**src/rtl/key_pkg.sv**
```systemverilog
// Shared definitions for the push-button debouncer: FSM encoding,
// default timing constants, the per-channel event bundle and a
// counter-width helper.
package key_pkg;

    // 20 ms and 1 s at a 50 MHz system clock.
    localparam int DEB_CYCLES_DEF  = 1000000;
    localparam int LONG_CYCLES_DEF = 50000000;

    localparam logic [1:0] S_IDLE = 2'd0;
    localparam logic [1:0] S_PDEB = 2'd1;
    localparam logic [1:0] S_HELD = 2'd2;
    localparam logic [1:0] S_RDEB = 2'd3;

    // Everything one channel reports to the outside world.
    typedef struct packed {
        logic level;   // debounced level, 1 = held
        logic press;   // one-cycle press pulse
        logic rel;     // one-cycle release pulse
        logic lng;     // one-cycle long-press pulse
    } key_evt_t;

    // Width of a counter that must reach n-1; never narrower than one bit.
    function automatic int cnt_width(input int n);
        return (n > 2) ? $clog2(n) : 1;
    endfunction

endpackage

```
**src/rtl/key_debounce_ch.sv**
```systemverilog
// One push-button channel: two-flop synchroniser, press/release debounce
// FSM, long-press timer and registered single-cycle event pulses.
//
//  state  | meaning
//  -------+-----------------------------------------------------------
//  S_IDLE | button released, waiting for sync to go low
//  S_PDEB | sync low, counting stable samples before accepting a press
//  S_HELD | press accepted, long-press timer running
//  S_RDEB | sync high while held, counting stable samples before release
module key_debounce_ch
    import key_pkg::*;
#(
    parameter int DEB_CYCLES  = DEB_CYCLES_DEF,
    parameter int LONG_CYCLES = LONG_CYCLES_DEF
) (
    input  logic     clk,
    input  logic     rst_n,
    input  logic     key_in,
    output key_evt_t evt
);

    // Both counters share the width needed by the longer timer.
    localparam int            CW        = cnt_width(LONG_CYCLES);
    localparam logic [CW-1:0] DEB_LAST  = CW'(DEB_CYCLES - 1);
    localparam logic [CW-1:0] LONG_LAST = CW'(LONG_CYCLES - 1);

    logic          sync_meta;
    logic          sync;

    logic [1:0]    state;
    logic [1:0]    state_nxt;
    logic [CW-1:0] deb_cnt;
    logic [CW-1:0] deb_nxt;
    logic [CW-1:0] hold_cnt;
    logic [CW-1:0] hold_nxt;
    logic [CW-1:0] hold_inc;
    logic          long_done;
    logic          long_done_nxt;
    logic          level;
    logic          level_nxt;

    logic          press_nxt;
    logic          rel_nxt;
    logic          lng_nxt;
    logic          press_q;
    logic          rel_q;
    logic          lng_q;

    // Bring the asynchronous pin into the clk domain; idle level is released (1).
    always_ff @(posedge clk or negedge rst_n) begin
        if (!rst_n) begin
            sync_meta <= 1'b1;
            sync      <= 1'b1;
        end else begin
            sync_meta <= key_in;
            sync      <= sync_meta;
        end
    end

    // The hold timer saturates so the long-press compare stays true once reached.
    always_comb begin
        hold_inc = (hold_cnt == LONG_LAST) ? hold_cnt : hold_cnt + 1'b1;
    end

    // Next-state and event decode for the debounce FSM.
    always_comb begin
        state_nxt     = state;
        deb_nxt       = deb_cnt;
        hold_nxt      = hold_cnt;
        long_done_nxt = long_done;
        level_nxt     = level;
        press_nxt     = 1'b0;
        rel_nxt       = 1'b0;
        lng_nxt       = 1'b0;

        case (state)
            S_IDLE: begin
                if (!sync) begin
                    state_nxt = S_PDEB;
                    deb_nxt   = '0;
                end
            end

            S_PDEB: begin
                if (sync) begin
                    state_nxt = S_IDLE;
                end else if (deb_cnt == DEB_LAST) begin
                    state_nxt     = S_HELD;
                    level_nxt     = 1'b1;
                    press_nxt     = 1'b1;
                    hold_nxt      = '0;
                    long_done_nxt = 1'b0;
                end else begin
                    deb_nxt = deb_cnt + 1'b1;
                end
            end

            S_HELD: begin
                hold_nxt = hold_inc;
                if ((hold_cnt == LONG_LAST) && !long_done) begin
                    lng_nxt       = 1'b1;
                    long_done_nxt = 1'b1;
                end
                if (sync) begin
                    state_nxt = S_RDEB;
                    deb_nxt   = '0;
                end
            end

            S_RDEB: begin
                // A release glitch must not restart the long timer, so it
                // keeps running here and long_done is left untouched.
                hold_nxt = hold_inc;
                if (!sync) begin
                    state_nxt = S_HELD;
                end else if (deb_cnt == DEB_LAST) begin
                    state_nxt = S_IDLE;
                    level_nxt = 1'b0;
                    rel_nxt   = 1'b1;
                end else begin
                    deb_nxt = deb_cnt + 1'b1;
                end
            end

            default: begin
                state_nxt = S_IDLE;
                level_nxt = 1'b0;
            end
        endcase
    end

    // FSM state, counters and level register.
    always_ff @(posedge clk or negedge rst_n) begin
        if (!rst_n) begin
            state     <= S_IDLE;
            deb_cnt   <= '0;
            hold_cnt  <= '0;
            long_done <= 1'b0;
            level     <= 1'b0;
        end else begin
            state     <= state_nxt;
            deb_cnt   <= deb_nxt;
            hold_cnt  <= hold_nxt;
            long_done <= long_done_nxt;
            level     <= level_nxt;
        end
    end

    // Registered event pulses, each high for exactly one cycle.
    always_ff @(posedge clk or negedge rst_n) begin
        if (!rst_n) begin
            press_q <= 1'b0;
            rel_q   <= 1'b0;
            lng_q   <= 1'b0;
        end else begin
            press_q <= press_nxt;
            rel_q   <= rel_nxt;
            lng_q   <= lng_nxt;
        end
    end

    assign evt.level = level;
    assign evt.press = press_q;
    assign evt.rel   = rel_q;
    assign evt.lng   = lng_q;

endmodule

```
**src/rtl/key_debounce.sv**
```systemverilog
// Debouncer for the board's active-low push buttons. Each pin gets its own
// independent channel; events from different channels appear on their own
// bits in the same cycle with no prioritisation.
module key_debounce
    import key_pkg::*;
#(
    parameter int KEY_NUM     = 3,
    parameter int DEB_CYCLES  = DEB_CYCLES_DEF,
    parameter int LONG_CYCLES = LONG_CYCLES_DEF
) (
    input  logic               clk,
    input  logic               rst_n,
    input  logic [KEY_NUM-1:0] key_in,
    output logic [KEY_NUM-1:0] key_state,
    output logic [KEY_NUM-1:0] key_press,
    output logic [KEY_NUM-1:0] key_release,
    output logic [KEY_NUM-1:0] key_long
);

    for (genvar i = 0; i < KEY_NUM; i++) begin : g_ch
        key_evt_t evt;

        key_debounce_ch #(
            .DEB_CYCLES  (DEB_CYCLES),
            .LONG_CYCLES (LONG_CYCLES)
        ) u_ch (
            .clk    (clk),
            .rst_n  (rst_n),
            .key_in (key_in[i]),
            .evt    (evt)
        );

        assign key_state[i]   = evt.level;
        assign key_press[i]   = evt.press;
        assign key_release[i] = evt.rel;
        assign key_long[i]    = evt.lng;
    end

endmodule

```
**config.mk**
```make
export PLATFORM = sky130hd
export DESIGN_NAME = key_debounce
export DESIGN_NICKNAME = d
export VERILOG_FILES = /design/src/rtl/key_pkg.sv /design/src/rtl/key_debounce_ch.sv /design/src/rtl/key_debounce.sv
export SDC_FILE = /design/constraint.sdc
export NUM_CORES = 1
export LEC_CHECK = 0
export ABC_CLOCK_PERIOD_IN_PS = 4700
export CAP_MARGIN = 20
export CORE_MARGIN = 8
export CORE_UTILIZATION = 60
export DETAILED_ROUTE_END_ITERATION = 12
export PLACE_DENSITY = 0.75
export SLEW_MARGIN = 20
export SYNTH_ARGS = -nofsm -noshare
export SYNTH_HDL_FRONTEND = slang
export SYNTH_SLANG_ARGS = --single-unit
```
**constraint.sdc**
```tcl
create_clock -name clk -period 4.7 [get_ports clk]
set_input_delay 0.94 -clock clk [delete_from_list [all_inputs] [get_ports clk]]
set_output_delay 0.94 -clock clk [all_outputs]
set_load 0.02 [all_outputs]
```
==> key figures, run 1 <==
Run status
  • Outcome: completed

Critical path
  • Worst Path Class, Setup: reg -> reg
  • Worst r2r src: g_ch[0].u_ch.state[0]
  • Required arrival time at the worst endpoint: 5.02 ns
  • Nature of the critical path startpoint: flip-flop
  • Worst r2r dst: g_ch[0].u_ch.hold_cnt[0]
  • Critical Path Sink Type: flip-flop
  • Largest fanout of any net on the critical path: 20
  • Arrival time worst endpoint: 2.95 ns
  • Setup slack, reg-to-reg: 2.07 ns
  • Cell depth of the worst flop-to-flop path: 6

Worst hold path
  • Instance count along the most critical hold path: 0
  • Startpoint of the lowest-slack hold path: g_ch[2].u_ch.sync_meta
  • Min-Delay Path Class: reg -> reg
  • Worst hold endpoint: g_ch[2].u_ch.sync

Clock tree
  • Hold Buf Count CTS: 0
  • Worst-case clock buffer depth: 2
  • Post-cts repair resize count: 0
  • TritonCTS clock tree: built
  • Clock root buffer: sky130_fd_sc_hd__clkbuf_16
  • # H-tree levels: 4
  • Setup fix buffers added after clock tree synthesis: 0
  • Clock latency reported for the late side of the worst-skew pair: 0.44 ns
  • Clock slew at the register clock pins of the worst setup and hold paths: 0.07 ns
  • Clock buffer count from CTS: 17
  • Num Clock Sinks: 183

Timing
  • Min cycle time layout: 2.628 ns
  • Transition at the pin with the smallest max-transition slack: 0.9420 ns
  • Total count of max-transition violations in the final report: 0
  • Achievable frequency: 0.3805 GHz
  • Headroom to the max-slew limit: 36.62%
  • Final setup viols: 0
  • Setup total negative slack: 0 ns
  • Final period util: 55.91%
  • RSZ-0062 raised after global routing: false
  • Final Hold Fails: 0
  • Clock Skew: 0.008519 ns

Run
  • Number of violations of the max-capacitance limit: 0

Floorplan
  • Cell row count: 47
  • Die W: 144.9 um
  • Number of top-level pins: 17
  • Std-Cell Core Area: 16,410 um^2
  • Die Footprint: 21,000 um^2
  • Initial core utilization: 60.79%
  • Chip Height: 144.9 um

Route
  • Mean number of vias per cell: 6.199
  • Antenna-violating nets left: 0
  • Total Wirelength: 20,150 um
  • Routed length per placed instance: 15.89 um
  • Number of detailed-routing iterations run before antenna repair: 5
  • Iteration-0 DRC count of the detailed router: 481
  • Count of vias placed by the detailed router: 7,860
  • Residual DRC: 0

Global route
  • Maximum number of pins on one net before global-route repair: 122
  • First-pass GRT wire length: 35,160 um
  • Residual overflow from global routing: 0
  • Vias in the first global route: 7,421
  • Antenna violations before repair: 0
  • Total global routing track utilization: 19.62%

Layout
  • Finished Core Util: 65.63%
  • Ant. Diodes: 0
  • Largest registers: g_ch.u_ch.deb_cnt: 78 flops, g_ch.u_ch.hold_cnt: 78 flops
  • Layout area overhead: 7.966%
  • Count of nets after finishing: 1,047
  • Area taken by multi-input logic gates: 5050 um^2
  • Fraction of final layout cells sized beyond drive strength 1: 8.874%
  • Filler Cell Count: 1,308
  • Sequential standard cell area: 4587 um^2

Logic synthesis
  • Post-synth top area cell: sky130_fd_sc_hd__dfrtp_1
  • Number of synthesis warnings: 0
  • Synthesized area: 9973 um^2
  • Number of library cell types mapped by synthesis: 78
  • Average instance area after synthesis: 9.507 um^2
  • Number of enable flip-flop cells after synthesis: 0
  • Number of nets produced by synthesis: 1,060
  • Area share of the largest cell type after synthesis: 44.41%
  • Register area share after synthesis: 45.99%
  • Largest cells by area after synthesis: sky130_fd_sc_hd__dfrtp_1 (44%), sky130_fd_sc_hd__nand3_1 (4.6%), sky130_fd_sc_hd__xor2_1 (3.9%)
  • Most frequent cells after synthesis: sky130_fd_sc_hd__dfrtp_1 (177), sky130_fd_sc_hd__nor2_1 (96), sky130_fd_sc_hd__nand3_1 (92)
  • Flip-flop cell with the highest count after synthesis: sky130_fd_sc_hd__dfrtp_1
  • Synth Instances: 1,049
  • Most used standard cell by instance count after synthesis: sky130_fd_sc_hd__dfrtp_1
  • Async set or reset register ratio after synthesis: 100.0%
  • Register bit total from synthesis: 183

Placed design
  • HPWL after detailed placement: 13,510 um
  • Port Buffer Count: 16
  • Final RePlAce weighted congestion: 0.8908

Power and ir drop
  • Leak: 4.454 nW
  • Largest voltage drop on the vdd net: 0.2805 mV
  • Cell Pwr Density: 289.2 nW/um^2
-- report_power, final --
group          leakage (nW)  internal (mW)  switching [mW]
Clock                 0.281          0.790           0.608
Sequential             2.52           1.59          0.0267
Combinational          1.65         0.0297          0.0657
-- final cells by class --
type                    instances  area share (%)
clock buffers                  18           4.079
multi-input cells             795           46.90
well taps                     220           2.556
repair buffers                 22           2.057
inverters                      17          0.5926
flip-flops and latches        183           42.60
clock inverters                13           1.220
-- cell usage in the layout, fill, tap and decap left out, types with 4 or more instances in the layout --
| cell type | netlist | routed |
|---|---|---|
| sky130_fd_sc_hd__dfrtp_1 | 177 | 177 |
| sky130_fd_sc_hd__nor2_1 | 96 | 96 |
| sky130_fd_sc_hd__nand3_1 | 92 | 92 |
| sky130_fd_sc_hd__nand2_1 | 87 | 87 |
| sky130_fd_sc_hd__nand4_1 | 52 | 52 |
| sky130_fd_sc_hd__a21oi_1 | 45 | 45 |
| sky130_fd_sc_hd__xor2_1 | 44 | 43 |
| sky130_fd_sc_hd__o21ai_0 | 38 | 38 |
| sky130_fd_sc_hd__and3_1 | 31 | 31 |
| sky130_fd_sc_hd__or3_1 | 28 | 28 |
| sky130_fd_sc_hd__nor4_1 | 25 | 24 |
| sky130_fd_sc_hd__xnor2_1 | 24 | 24 |
| sky130_fd_sc_hd__or4_1 | 20 | 20 |
| sky130_fd_sc_hd__nor3_1 | 19 | 19 |
| sky130_fd_sc_hd__inv_1 | 17 | 17 |
| sky130_fd_sc_hd__clkbuf_16 | 0 | 17 |
| sky130_fd_sc_hd__a22o_1 | 16 | 16 |
| sky130_fd_sc_hd__clkdlybuf4s50_1 | 0 | 15 |
| sky130_fd_sc_hd__o31ai_1 | 14 | 14 |
| sky130_fd_sc_hd__mux2i_1 | 14 | 14 |
| sky130_fd_sc_hd__and4_1 | 13 | 13 |
| sky130_fd_sc_hd__and2_1 | 11 | 11 |
| sky130_fd_sc_hd__or2_2 | 10 | 10 |
| sky130_fd_sc_hd__o211ai_1 | 8 | 8 |
| sky130_fd_sc_hd__mux2_2 | 7 | 7 |
| sky130_fd_sc_hd__nand2b_1 | 7 | 7 |
| sky130_fd_sc_hd__nor4_2 | 5 | 6 |
| sky130_fd_sc_hd__a31oi_1 | 6 | 6 |
| sky130_fd_sc_hd__ha_1 | 6 | 6 |
| sky130_fd_sc_hd__clkinv_2 | 0 | 6 |
| sky130_fd_sc_hd__dfstp_2 | 6 | 6 |
| sky130_fd_sc_hd__buf_4 | 13 | 5 |
| sky130_fd_sc_hd__nor4b_1 | 4 | 4 |
| sky130_fd_sc_hd__o311ai_0 | 4 | 4 |
-- per-layer routing --
layer / track usage (%) / routed length (um) / vias to the layer above
met3: 3.731 / 864 / 37
met5: 0 / 0 / -
met1: 26.14 / 9338 / 3786
met4: 8.943 / 424 / 0
met2: 30.58 / 9527 / 184
li1: - / - / 3853
-- worst max-delay path by stage --
stage | startpoint | endpoint | slack, ns
after detailed placement | g_ch[0].u_ch.state[0] | g_ch[0].u_ch.hold_cnt[0] | 2.08
after global placement | g_ch[0].u_ch.state[0] | g_ch[0].u_ch.hold_cnt[0] | 2.11
after CTS | g_ch[0].u_ch.state[0] | g_ch[0].u_ch.hold_cnt[0] | 2.06
after floorplan | g_ch[2].u_ch.deb_cnt[11] | g_ch[2].u_ch.deb_cnt[0] | 2.61
final | g_ch[0].u_ch.state[0] | g_ch[0].u_ch.hold_cnt[0] | 2.07
after global routing | g_ch[0].u_ch.state[0] | g_ch[0].u_ch.hold_cnt[0] | 1.83
-- cells by family (layout without fill, tap and decap cells) --
family | Yosys count | in the layout | synth area share, %
xor gates and xnor gates | 68 | 68 | 5.972
and+or+nand+nor | 533 | 533 | 30.34
buffers and inverters | 71 | 70 | 3.513
muxes | 21 | 21 | 2.195
DFF | 183 | 183 | 45.99
adders and majority gates | 6 | 6 | 0.7527
AOI/OAI and AO/OA | 167 | 167 | 11.24
-- critical path, stage by stage (launching register included) --
cell	delay, ns
sky130_fd_sc_hd__dfrtp_1	0.74
sky130_fd_sc_hd__or3b_1	0.41
sky130_fd_sc_hd__nor4_1	0.27
sky130_fd_sc_hd__nand3_1	0.43
sky130_fd_sc_hd__inv_1	0.30
sky130_fd_sc_hd__nor2_4	0.09
sky130_fd_sc_hd__mux2_2	0.27
-- metrics by stage --
step | total power [mW] | hold WS [ns] | std cells | area [um^2] | worst slack (ns)
2_1_floorplan | 1.693 | 0.3452 | 1049 | 9973 | 2.605
3_3_place_gp | 1.746 | 0.3463 | 1237 | 10200 | 2.112
3_5_place_dp | 1.749 | 0.3482 | 1237 | 10200 | 2.076
4_1_cts | 3.150 | 0.3581 | 1268 | 10770 | 2.061
5_1_grt | 3.231 | 0.3589 | 1268 | 10770 | 1.826
6_report | 3.115 | 0.3570 | 1268 | 10770 | 2.072
Note: power is estimated with default switching activity, not from simulation.
==> inputs of run 2 (changes only) <==
--- a/config.mk
+++ b/config.mk
@@ -5,10 +5,10 @@
 export SDC_FILE = /design/constraint.sdc
 export NUM_CORES = 1
 export LEC_CHECK = 0
-export ABC_CLOCK_PERIOD_IN_PS = 4700
+export ABC_CLOCK_PERIOD_IN_PS = 2200
 export CAP_MARGIN = 20
 export CORE_MARGIN = 8
-export CORE_UTILIZATION = 60
+export CORE_UTILIZATION = 57
 export DETAILED_ROUTE_END_ITERATION = 12
 export PLACE_DENSITY = 0.75
 export SLEW_MARGIN = 20
==> constraint.sdc (replaced) <==
create_clock -name clk -period 2.2 [get_ports clk]
set_input_delay 0.44 -clock clk [delete_from_list [all_inputs] [get_ports clk]]
set_output_delay 0.44 -clock clk [all_outputs]
set_load 0.02 [all_outputs]
==> run 2 against run 1 <==
Net effect:
- cell count rose by 6.5%
- first-iteration DRC count decreased by 2.7%
- global-route usage rose by 0.70 points
- critical path depth shrank 1
- clock skew up 0.0059 ns
- clock power rose by 120%
- die area is 4.7% higher
- via count grew 5.2%
- critical path type unchanged
- largest power group unchanged
- highest routed layer unchanged
==> key figures, run 2 (synthesis gave the netlist of run 1 again) <==
Route
  • Number of detailed-routing iterations run before antenna repair: 5 (unchanged)
  • Total Wirelength: 22,000 um (was 20,150 um)
  • Count of vias placed by the detailed router: 8,267 (was 7,860)
  • Antenna-violating nets left: 0 (unchanged)
  • Residual DRC: 0 (unchanged)
  • Iteration-0 DRC count of the detailed router: 468 (was 481)
  • Routed length per placed instance: 16.30 um (was 15.89 um)
  • Mean number of vias per cell: 6.124 (was 6.199)

Layout
  • Number of standard cells in the layout, taps in and fillers out: 1,350 (was 1,268)
  • Ant. Diodes: 0 (unchanged)
  • Finished Core Util: 66.71% (was 65.63%)
  • Most common library cell in the layout ignoring fill and taps: sky130_fd_sc_hd__dfrtp_1 (unchanged)
  • Count of nets after finishing: 1,123 (was 1,047)
  • Fraction of final layout cells sized beyond drive strength 1: 16.09% (was 8.874%)
  • Largest registers: g_ch.u_ch.deb_cnt: 78 flops, g_ch.u_ch.hold_cnt: 78 flops (unchanged)
  • Highest-count cells in the layout ignoring fill and taps: sky130_fd_sc_hd__dfrtp_1 (177), sky130_fd_sc_hd__nor2_1 (96), sky130_fd_sc_hd__nand3_1 (90), sky130_fd_sc_hd__nand2_1 (87), sky130_fd_sc_hd__buf_4 (78) (was sky130_fd_sc_hd__dfrtp_1 (177), sky130_fd_sc_hd__nor2_1 (96), sky130_fd_sc_hd__nand3_1 (92), sky130_fd_sc_hd__nand2_1 (87), sky130_fd_sc_hd__nand4_1 (52))
  • Layout area overhead: 14.89% (was 7.966%)

Power and ir drop
  • Cell Pwr Density: 595.7 nW/um^2 (was 289.2 nW/um^2)
  • Largest voltage drop on the vdd net: 0.5809 mV (was 0.2805 mV)
  • Leak: 4.860 nW (was 4.454 nW)

Worst hold path
  • Instance count along the most critical hold path: 0 (unchanged)
  • Min-Delay Path Class: reg -> reg (unchanged)
  • Worst hold endpoint: g_ch[0].u_ch.sync (was g_ch[2].u_ch.sync)
  • Startpoint of the lowest-slack hold path: g_ch[0].u_ch.sync_meta (was g_ch[2].u_ch.sync_meta)

Critical path
  • Required arrival time at the worst endpoint: 2.50 ns (was 5.02 ns)
  • Delay of the slowest cell on the worst path: 0.57 ns (was 0.74 ns)
  • Worst r2r dst: g_ch[2].u_ch.hold_cnt[25] (was g_ch[0].u_ch.hold_cnt[0])
  • Largest fanout of any net on the critical path: 5 (was 20)
  • Cells along the critical path: or4_4, or2_4, nor4_1, and2_1, nor2_1 (was or3b_1, nor4_1, nand3_1, inv_1, nor2_4, mux2_2)
  • Number of buffer and inverter stages on the critical path: 0 (was 1)
  • Setup slack, reg-to-reg: 0.02 ns (was 2.07 ns)
  • Worst Path Class, Setup: reg -> reg (unchanged)
  • Critical Path Sink Type: flip-flop (unchanged)
  • Gate family responsible for the most delay along the worst path: simple AND/OR/NAND/NOR gates (unchanged)
  • Cell depth of the worst flop-to-flop path: 5 (was 6)
  • Worst Setup SP: g_ch[2].u_ch.deb_cnt[13] (was g_ch[0].u_ch.state[0])
  • CP max stage cell: sky130_fd_sc_hd__or4_4 (was sky130_fd_sc_hd__dfrtp_1)
  • Arrival time worst endpoint: 2.49 ns (was 2.95 ns)
  • Nature of the critical path startpoint: flip-flop (unchanged)
  • Worst r2r src: g_ch[2].u_ch.deb_cnt[13] (was g_ch[0].u_ch.state[0])

Global route
  • Vias in the first global route: 8,034 (was 7,421)
  • Maximum number of pins on one net before global-route repair: 55 (was 122)
  • Residual overflow from global routing: 0 (unchanged)
  • First-pass GRT wire length: 37,550 um (was 35,160 um)
  • Antenna violations before repair: 0 (unchanged)
  • Total global routing track utilization: 20.33% (was 19.62%)

Timing
  • Final Hold Fails: 0 (unchanged)
  • Min cycle time layout: 2.182 ns (was 2.628 ns)
  • Headroom to the max-slew limit: 60.38% (was 36.62%)
  • Setup total negative slack: 0 ns (unchanged)
  • RSZ-0062 raised after global routing: true (was false)
  • Final-layout worst hold slack: 0.3539 ns (was 0.3570 ns)
  • Clock Skew: 0.01439 ns (was 0.008519 ns)
  • Final setup viols: 0 (unchanged)
  • Final period util: 99.17% (was 55.91%)
  • Achievable frequency: 0.4583 GHz (was 0.3805 GHz)
  • Total count of max-transition violations in the final report: 0 (unchanged)
  • Transition at the pin with the smallest max-transition slack: 0.5894 ns (was 0.9420 ns)

Clock tree
  • Worst-case clock buffer depth: 2 (unchanged)
  • Clock root buffer: sky130_fd_sc_hd__clkbuf_16 (unchanged)
  • TritonCTS clock tree: built (unchanged)
  • Num Clock Sinks: 183 (unchanged)
  • # H-tree levels: 4 (unchanged)
  • Clock latency reported for the late side of the worst-skew pair: 0.43 ns (was 0.44 ns)
  • Clock buffer count from CTS: 17 (unchanged)
  • Clock slew at the register clock pins of the worst setup and hold paths: 0.07 ns (about the same)

Floorplan
  • Die Footprint: 21,990 um^2 (was 21,000 um^2)
  • Die W: 148.3 um (was 144.9 um)
  • Chip Height: 148.3 um (was 144.9 um)
  • Cell row count: 48 (was 47)
  • Initial core utilization: 58.06% (was 60.79%)
  • Std-Cell Core Area: 17,180 um^2 (was 16,410 um^2)
  • Number of top-level pins: 17 (unchanged)

Placed design
  • Port Buffer Count: 16 (unchanged)
  • HPWL after detailed placement: 15,170 um (was 13,510 um)
  • Final RePlAce weighted congestion: 0.8580 (was 0.8908)
  • Placed Cells: 1,316 (was 1,237)

Run
  • Number of violations of the max-capacitance limit: 0 (unchanged)

Run status
  • Outcome: completed (unchanged)
[run 2: worst reg2reg max path: cells and delay by family (launching register included)]
kind             cells  cell delay (ns)
AND/OR/NAND/NOR      5             1.66
flip-flops           1             0.40
[run 2: layout make-up]
| type | count | area [um^2] |
|---|---|---|
| Fill cell | 1375 | 5718 |
| Multi-Input combinational cell | 795 | 5109 |
| Sequential cell | 183 | 4587 |
| Timing Repair Buffer | 98 | 819.5 |
| Clock buffer | 19 | 442.9 |
| Tap cell | 225 | 281.5 |
| Clock inverter | 13 | 155.1 |
| Inverter | 17 | 63.81 |
[run 2: worst max path at each step]
stage,endpoint,depth (start not counted),slack [ns]
after floorplan,g_ch[2].u_ch.deb_cnt[0],5,0.11
after global placement,g_ch[2].u_ch.deb_cnt[0],5,0.06
after detailed placement,g_ch[2].u_ch.deb_cnt[1],5,0.03
after CTS,g_ch[2].u_ch.deb_cnt[1],5,0.03
after global routing,g_ch[1].u_ch.hold_cnt[0],5,-0.005
final,g_ch[2].u_ch.hold_cnt[25],5,0.02
[run 2: power breakdown]
group          leakage (nW)  internal [mW]  switching (mW)
logic                  2.05         0.0901           0.164
clock network         0.289           1.81            1.31
registers              2.52           3.41          0.0463
[run 2: layer usage]
metal | track usage (%) | share of wire, % | vias up
met1 | 25.95 | 45 | 4052
met3 | 3.221 | 3.6 | 29
met2 | 35.02 | 50 | 185
met5 | 0 | 0 | -
li1 | - | - | 4001
met4 | 5.762 | 1.1 | 0
[run 2: timing repair]
action	4_1_cts	5_1_grt
gates resized for setup	0	16
hold endpoints to repair	21	0
buffers inserted	0	1
endpoints found under the setup margin	0	29
hold buffers	1	0
[run 2: per-stage QoR]
| step | instance area (um^2) | power (mW) | worst slack, ns |
|---|---|---|---|
| floorplan | 9973 | 3.617 | 0.1054 |
| global placement | 10780 | 3.761 | 0.06025 |
| detailed placement | 10780 | 3.771 | 0.02914 |
| CTS | 11390 | 6.885 | 0.02812 |
| global route | 11460 | 7.034 | -0.005453 |
| finish | 11460 | 6.826 | 0.01823 |
